$ cat config.mk
export PLATFORM = sky130hd
export DESIGN_NAME = qdrc_arb
export DESIGN_NICKNAME = d
export VERILOG_FILES = /design/src/rtl/qdrc_arb.sv
export SDC_FILE = /design/constraint.sdc
export NUM_CORES = 1
export LEC_CHECK = 0
export BUFFER_PORTS_ARGS = -buffer_cell sky130_fd_sc_hd__buf_2
export CAP_MARGIN = 10
export CORE_AREA = 2 2 143 145
export CTS_CLUSTER_DIAMETER = 200
export DETAILED_ROUTE_END_ITERATION = 10
export DIE_AREA = 0 0 145 147
export PLACE_DENSITY = 0.82
export SYNTH_ARGS = -nofsm -noshare
export SYNTH_HDL_FRONTEND = slang
export SYNTH_SLANG_ARGS = --single-unit
$ cat constraint.sdc
create_clock -name clk -period 7.5 [get_ports clk]
set_input_delay 1.125 -clock clk [delete_from_list [all_inputs] [get_ports clk]]
set_output_delay 1.125 -clock clk [all_outputs]
set_load 0.05 [all_outputs]
$ cat src/rtl/qdrc_arb.sv
// Two-requester round-robin arbiter in front of a single QDR controller user port.
// Read data is routed back through an in-order tag FIFO. Define QDRC_ARB_STATS_EN for issue counters.
module qdrc_arb #(
    parameter int DATA_WIDTH = 18,
    parameter int BW_WIDTH   = 2,
    parameter int ADDR_WIDTH = 21,
    parameter int TAG_DEPTH  = 16
) (
    input  logic                    clk,
    input  logic                    reset_n,
    input  logic                    phy_rdy,
    input  logic                    p0_rd_strb,
    input  logic                    p0_wr_strb,
    input  logic [ADDR_WIDTH-1:0]   p0_addr,
    input  logic [2*DATA_WIDTH-1:0] p0_wr_data,
    input  logic [2*BW_WIDTH-1:0]   p0_wr_be,
    output logic                    p0_ack,
    output logic [2*DATA_WIDTH-1:0] p0_rd_data,
    output logic                    p0_rd_dvld,
    input  logic                    p1_rd_strb,
    input  logic                    p1_wr_strb,
    input  logic [ADDR_WIDTH-1:0]   p1_addr,
    input  logic [2*DATA_WIDTH-1:0] p1_wr_data,
    input  logic [2*BW_WIDTH-1:0]   p1_wr_be,
    output logic                    p1_ack,
    output logic [2*DATA_WIDTH-1:0] p1_rd_data,
    output logic                    p1_rd_dvld,
    output logic                    usr_rd_strb,
    output logic                    usr_wr_strb,
    output logic [ADDR_WIDTH-1:0]   usr_addr,
    output logic [2*DATA_WIDTH-1:0] usr_wr_data,
    output logic [2*BW_WIDTH-1:0]   usr_wr_be,
    input  logic [2*DATA_WIDTH-1:0] usr_rd_data,
    input  logic                    usr_rd_dvld,
    output logic                    err_underflow,
    output logic [31:0]             rd_cnt,
    output logic [31:0]             wr_cnt
);

    localparam int PW = $clog2(TAG_DEPTH);
    localparam int CW = PW + 1;
    localparam logic [CW-1:0] FULL = CW'(TAG_DEPTH);

    typedef enum logic {PORT0 = 1'b0, PORT1 = 1'b1} port_e;

    port_e                   last_grant;
    port_e                   grant;
    port_e                   tag_mem [TAG_DEPTH];
    port_e                   head;
    logic [PW-1:0]           wr_ptr;
    logic [PW-1:0]           rd_ptr;
    logic [CW-1:0]           tag_cnt;
    logic                    can_rd;
    logic                    elig0;
    logic                    elig1;
    logic                    any_grant;
    logic                    sel_wr;
    logic [ADDR_WIDTH-1:0]   sel_addr;
    logic [2*DATA_WIDTH-1:0] sel_data;
    logic [2*BW_WIDTH-1:0]   sel_be;
    logic                    issue_rd;
    logic                    issue_wr;
    logic                    push;
    logic                    pop;

    always_comb begin
        can_rd    = (tag_cnt != FULL);
        elig0     = phy_rdy & (p0_wr_strb | (p0_rd_strb & can_rd));
        elig1     = phy_rdy & (p1_wr_strb | (p1_rd_strb & can_rd));
        any_grant = elig0 | elig1;
        grant     = PORT0;
        if (elig0 && elig1)
            grant = (last_grant == PORT0) ? PORT1 : PORT0;
        else if (elig1)
            grant = PORT1;
        p0_ack = elig0 && (grant == PORT0);
        p1_ack = elig1 && (grant == PORT1);
        // A port holding both strobes gets its write first; the read stays pending.
        sel_wr   = (grant == PORT0) ? p0_wr_strb : p1_wr_strb;
        sel_addr = (grant == PORT0) ? p0_addr    : p1_addr;
        sel_data = (grant == PORT0) ? p0_wr_data : p1_wr_data;
        sel_be   = (grant == PORT0) ? p0_wr_be   : p1_wr_be;
        issue_wr = any_grant & sel_wr;
        issue_rd = any_grant & ~sel_wr;
        push     = issue_rd;
        pop      = usr_rd_dvld & (tag_cnt != '0);
        head     = tag_mem[rd_ptr];
    end

    always_ff @(posedge clk) begin
        if (push)
            tag_mem[wr_ptr] <= grant;
    end

    always_ff @(posedge clk or negedge reset_n) begin
        if (!reset_n) begin
            last_grant    <= PORT1;
            usr_rd_strb   <= 1'b0;
            usr_wr_strb   <= 1'b0;
            usr_addr      <= '0;
            usr_wr_data   <= '0;
            usr_wr_be     <= '0;
            wr_ptr        <= '0;
            rd_ptr        <= '0;
            tag_cnt       <= '0;
            p0_rd_dvld    <= 1'b0;
            p1_rd_dvld    <= 1'b0;
            p0_rd_data    <= '0;
            p1_rd_data    <= '0;
            err_underflow <= 1'b0;
        end else begin
            usr_rd_strb <= issue_rd;
            usr_wr_strb <= issue_wr;
            if (any_grant) begin
                last_grant  <= grant;
                usr_addr    <= sel_addr;
                usr_wr_data <= sel_data;
                usr_wr_be   <= sel_be;
            end
            if (push)
                wr_ptr <= wr_ptr + 1'b1;
            if (pop)
                rd_ptr <= rd_ptr + 1'b1;
            case ({push, pop})
                2'b10:   tag_cnt <= tag_cnt + 1'b1;
                2'b01:   tag_cnt <= tag_cnt - 1'b1;
                default: tag_cnt <= tag_cnt;
            endcase
            p0_rd_dvld <= pop && (head == PORT0);
            p1_rd_dvld <= pop && (head == PORT1);
            if (pop && head == PORT0)
                p0_rd_data <= usr_rd_data;
            if (pop && head == PORT1)
                p1_rd_data <= usr_rd_data;
            if (usr_rd_dvld && tag_cnt == '0)
                err_underflow <= 1'b1;
        end
    end

`ifdef QDRC_ARB_STATS_EN
    always_ff @(posedge clk or negedge reset_n) begin
        if (!reset_n) begin
            rd_cnt <= '0;
            wr_cnt <= '0;
        end else begin
            if (issue_rd)
                rd_cnt <= rd_cnt + 32'd1;
            if (issue_wr)
                wr_cnt <= wr_cnt + 32'd1;
        end
    end
`else
    assign rd_cnt = '0;
    assign wr_cnt = '0;
`endif

endmodule

# [After elaboration in Yosys (flattened, before gate mapping)]
# Memory sizes are Yosys's and may differ from the RTL's.
# Cells that the tools add are included.
# W data, S select, Z words.
[totals] ff_bits=152 ram_bits=16 input_bits=166 output_inout_bits=204 elab_cells=54 n_memories=1
[mem_list] memory="tag_mem" words=16 width=1 rd=1 rd_ports_with_merged_regs=0 wr=1 line="48" rtl="port_e tag_mem [TAG_DEPTH];"
[classes] add_sub_neg=4 n_eq_ne=3 mux=10 n_bitwise=13 reduce_logical=9
[op_table] operator="$mux W36" count=1
[op_table] operator="$mux W21" count=1
[op_table] operator="$pmux W5 S2" count=1
[op_table] operator="$add A4 B1 Y4 const B" count=2
[op_table] operator="$and A1 B1 Y1" count=7
[op_table] operator="$logic_and A1 B1 Y1" count=6
[op_table] operator="$mux W1" count=6
[op_table] operator="$add A5 B1 Y5 const B" count=1
[op_table] operator="$logic_not A5 Y1" count=1
[op_table] operator="$ne A5 B5 Y1 const B" count=1
[op_table] operator="$reduce_bool A5 Y1" count=1
[op_table] operator="$sub A5 B1 Y5 const B" count=1
[op_table] operator="$mux W4" count=1
[op_table] operator="$not A1 Y1" count=3
[op_table] operator="$or A1 B1 Y1" count=3
[op_table] operator="$eq A2 B1 Y1 const B" count=1
[op_table] operator="$eq A2 B2 Y1 const B" count=1
[op_table] operator="$reduce_bool A2 Y1" count=1

# [Longest topological paths before layout]
[logic_depth] ltp_word=11 ltp_mapped=13 ltp_nobuf=11

# [Worst setup path after synthesis]
# Ideal clock, no wire load.
[synth_path] kind="input to output" startpoint="input port p0_rd_strb" endpoint="output port p1_ack" t_arrival_ns=2.528 t_required_ns=6.375 path_slack_ns=3.847 path_stages=4 n_path_buf=0 path_cell_list="inv_1 a21oi_1 and2_1 nor3_1"
[synth_via] elab_chain_cells=6
[synth_lines] element="start: declaration" line="12" rtl="input logic p0_rd_strb,"
[synth_lines] element="$and A1 B1 Y1" line="68" rtl="elig0 = phy_rdy & (p0_wr_strb | (p0_rd_strb & can_rd));"
[synth_lines] element="$or A1 B1 Y1" line="68"
[synth_lines] element="$and A1 B1 Y1" line="68"
[synth_lines] element="$logic_and A1 B1 Y1" line="72" rtl="if (elig0 && elig1)"
[synth_lines] element="$mux W1" line="72"
[synth_lines] element="$logic_and A1 B1 Y1" line="77" rtl="p1_ack = elig1 && (grant == PORT1);"
[synth_lines] element="end: declaration" line="25" rtl="output logic p1_ack,"
# Every way passes these cells.

# [Final worst setup path]
[layout_path] startpoint="register tag_cnt[2]" endpoint="output port p0_ack"
[layout_via] elab_chain_cells=8 elab_cells_between_ends=12 cone_classes="eq/ne (1); mux (2); bitwise (7); reduce/logical (2)"
[layout_lines] element="start: declaration" line="52" rtl="logic [CW-1:0] tag_cnt;"
[layout_lines] element="start signal: assignment" line="125" rtl="2'b10: tag_cnt <= tag_cnt + 1'b1;"
[layout_lines] element="start signal: assignment" line="126" rtl="2'b01: tag_cnt <= tag_cnt - 1'b1;"
[layout_lines] element="start signal: assignment" line="127" rtl="default: tag_cnt <= tag_cnt;"
[layout_lines] element="$ne A5 B5 Y1 (*)" line="67" rtl="can_rd = (tag_cnt != FULL);"
[layout_lines] element="$and A1 B1 Y1, on equally long branches" line="69, 68"
[layout_lines] element="$or A1 B1 Y1, on equally long branches" line="69, 68"
[layout_lines] element="$and A1 B1 Y1, on equally long branches" line="69, 68"
[layout_lines] element="$mux W1 or $logic_and A1 B1 Y1 (tied branches)" line="74, 72"
[layout_lines] element="$mux W1" line="72"
[layout_lines] element="$not A1 Y1"
[layout_lines] element="$logic_and A1 B1 Y1 (*)" line="76" rtl="p0_ack = elig0 && (grant == PORT0);"
[layout_lines] element="end: declaration" line="17" rtl="output logic p0_ack,"
# Every way passes the cells marked *; elsewhere a longest branch is shown, timed or not.

==> flow_metrics.env <==
export IMPL_worst_skew_pair_late_latency_ns=0.42
export IMPL_cts_path_max_buffers=2
export IMPL_post_route_cells_drive_above_1_share_pct=48.27
export IMPL_worst_slew_margin_rel_pct=34.72
export IMPL_cts_sinks=168
export IMPL_num_vias=5576
export IMPL_gpl_final_weighted_congestion=0.8065
export IMPL_initial_core_util_pct=39.35
export IMPL_finalSetupTns_ns=0
export IMPL_drv_slew=0
export IMPL_syn_area_per_cell_um2=13.33
export IMPL_route_antenna_remaining_nets=0
export IMPL_die_h_um=147
export IMPL_routed_wl_um=18470
export IMPL_start_kind="flop"
export IMPL_routed_via_density=4.786
export IMPL_drv_max_cap_violation_count=0
export IMPL_fin_crit_ns=3.944
export IMPL_synth_sequential_area_ratio_pct=54.88
export IMPL_gr_total_overflow=0
export IMPL_hold_path_class="reg -> reg"
export IMPL_layout_nets=1057
export IMPL_synth_enable_flop_cells=16
export IMPL_flow_area_growth_from_synthesis_pct=26.20
export IMPL_most_common_cell_after_layout_fill_and_taps_aside="buf_2"
export IMPL_post_route_drc_count=0
export IMPL_core_area_um2=19840
export IMPL_drt_pass1_iter_count=4
export IMPL_timing_critical_path_fanout_max=62
export IMPL_final_critical_path_setup_slack_ns=3.556
export IMPL_grt_pass1_vias=5619
export IMPL_dr_wl_met2_um=9126
export IMPL_antenna_diode_count=0
export IMPL_netlist_instances=586
export IMPL_run_status="complete, no violations"
export IMPL_required_time_at_the_endpoint_of_the_critical_path_ns=6.38
export IMPL_synth_warning_count=0
export IMPL_globalRouteTotalUtil_pct=17.15
export IMPL_endpoint_kind="primary output"
export IMPL_worst_slew_pin_slew_ns=0.9792
export IMPL_yosys_register_bits=168
export IMPL_synthFlopType="dfrtp_1"
export IMPL_holdBufCountCts=0
export IMPL_cellLeakagePower_uw=0.004911
export IMPL_mostFrequentLayoutCells="buf_2 (304), dfrtp_1 (151), and2_1 (66), conb_1 (64), a221o_1 (63)"
export IMPL_grt_max_degree=80
export IMPL_cts_tree="done"
export IMPL_pin_count=370
export IMPL_crit_arrival_ns=2.82
export IMPL_postSynth_asyncResetShare_pct=90.48
export IMPL_netlist_cell_type_count=53
export IMPL_final_setup_violating_endpoints=0
export IMPL_criticalPathCategory="reg -> out"
export IMPL_wl_met3_um=1285
export IMPL_cts_root_buffer="clkbuf_16"
export IMPL_avgRoutedWirePerCell_um=15.85
export IMPL_grt_antenna_before_repair=0
export IMPL_hold_violations=0
export IMPL_power_per_cell_area_nw_per_um2=480.4
export IMPL_detail_route_iter0_violations=241
export IMPL_met1Wirelength_um=7788
export IMPL_topRoutingLayerUsed="met4"
export IMPL_dieWidth_um=145
export IMPL_io_buffer_count=305
export IMPL_clkSlewWorstSetupHoldPaths_ns=0.07
export IMPL_core_rowCount=52
export IMPL_post_synth_instance_area_um2=7809
export IMPL_place_worst_setup_slack_ns=3.723
export IMPL_ir_worst_vdd_mv=0.1869
export IMPL_post_cts_resized_instances=0
export IMPL_timing_clock_skew_ns=0.009363
export IMPL_rsz0062_at_grt="false"
export IMPL_hpwlAfterDp_um=13720
export IMPL_htree_num_levels=4
export IMPL_cts_inserted_buffers=17
export IMPL_finalCritPeriodShare_pct=52.59
export IMPL_clock_fmax_mhz=253.5
export IMPL_grt_first_pass_wirelength_um=28900
export IMPL_floorplan_die_area_um2=21320
export IMPL_post_cts_repair_setup_buffers=0
synth_stat cells (2+ instances only):
library cell	count	area (um2)
a211oi_1	2	15.01
o21bai_1	2	15.01
nor2_1	11	41.29
o31ai_1	2	15.01
a21oi_1	6	30.03
edfxtp_1	16	480.5
xor2_1	5	43.79
buf_2	14	70.07
inv_1	10	37.54
nor2b_1	4	25.02
a21o_1	2	15.01
nor4_1	4	25.02
o21ai_0	4	20.02
nand2_1	13	48.80
nor3_1	2	10.01
ha_1	9	112.6
nand2b_1	2	12.51
and3_1	4	25.02
dfrtp_1	151	3779
buf_6	6	67.56
a221o_1	63	630.6
buf_4	65	488.0
xnor2_1	7	61.31
nand4_1	2	12.51
clkbuf_1	9	33.78
mux2_4	29	435.4
and2_1	66	412.9
mux2_2	46	518.0
buf_12	3	60.06
mux2i_1	4	40.04
worst max-delay path: stages (launching register included):
cell and delay, ns:
dfrtp_1 0.49, nor4_4 0.33, nand2_1 0.15, a21oi_2 0.30
o221a_2 0.25, buf_4 0.50, buf_2 0.38
per-stage QoR:
step           hold slack, ns  instance area (um2)  cells  power [uW]  util [%]
2_1_floorplan          0.4549                 8045    649        3445         -
3_3_place_gp           0.4412                 9273   1133        3856     46.73
3_5_place_dp           0.4455                 9273   1133        3905     46.73
4_1_cts                0.4582                 9854   1165        4771     49.66
5_1_grt                0.4775                 9854   1165        4960     49.66
6_report               0.4556                 9854   1165        4734     49.66
state kept, by name (all words and copies together) (netlist names):
name	flops
err_underflow	1
last_grant	1
p0_rd_data	36
p0_rd_dvld	1
p1_rd_data	36
p1_rd_dvld	1
rd_ptr	4
tag_cnt	5
tag_mem	16
usr_addr	21
usr_rd_strb	1
usr_wr_be	4
usr_wr_data	36
usr_wr_strb	1
wr_ptr	4
cell families after synthesis:
logic type / after synthesis / synth area share, %
flip-flops: 168 / 54.88
AO/OA/AOI/OAI: 93 / 11.02
AND/OR/NAND/NOR: 115 / 8.749
XOR/XNOR: 12 / 1.346
other: 1 / 0.04802
multiplexers: 79 / 12.72
adder cells (fa/ha/maj): 9 / 1.442
buffers and inverters: 109 / 9.790
final cells by class:
cell class | instances | area, um2
clock buffer | 17 | 425.4
clock inverter | 15 | 156.4
fill | 1723 | 9990
inverter | 12 | 45.04
multi-input combinational | 372 | 3027
sequential | 168 | 4285
tap | 270 | 337.8
timing repair buffer | 311 | 1578
power by group:
part | leakage, uW | switching, uW | internal [uW]
combinational | 0.00266 | 1640 | 768
clock | 0.000280 | 402 | 446
sequential | 0.00197 | 225 | 1250
path summary, 6_finish.rpt:
kind                          startpoint        endpoint  slack, ns  cells after the start
max in group asynchronous        reset_n       wr_ptr[2]       5.36                      2
setup reg to reg              tag_cnt[2]      tag_cnt[4]       4.59                     11
min in group asynchronous        reset_n  p1_rd_data[29]       0.69                      1
setup / recovery              tag_cnt[2]          p0_ack       3.56                      6
hold reg to reg            err_underflow   err_underflow       0.46                      1
hold / removal             err_underflow   err_underflow       0.46                      1
per-layer routing:
layer	up-vias	global-route usage, %
li1	2578	-
met1	2723	21.66
met2	252	28.79
met3	23	4.938
met4	0	5.149
met5	-	0
Note: power is estimated with default switching activity, not from simulation.
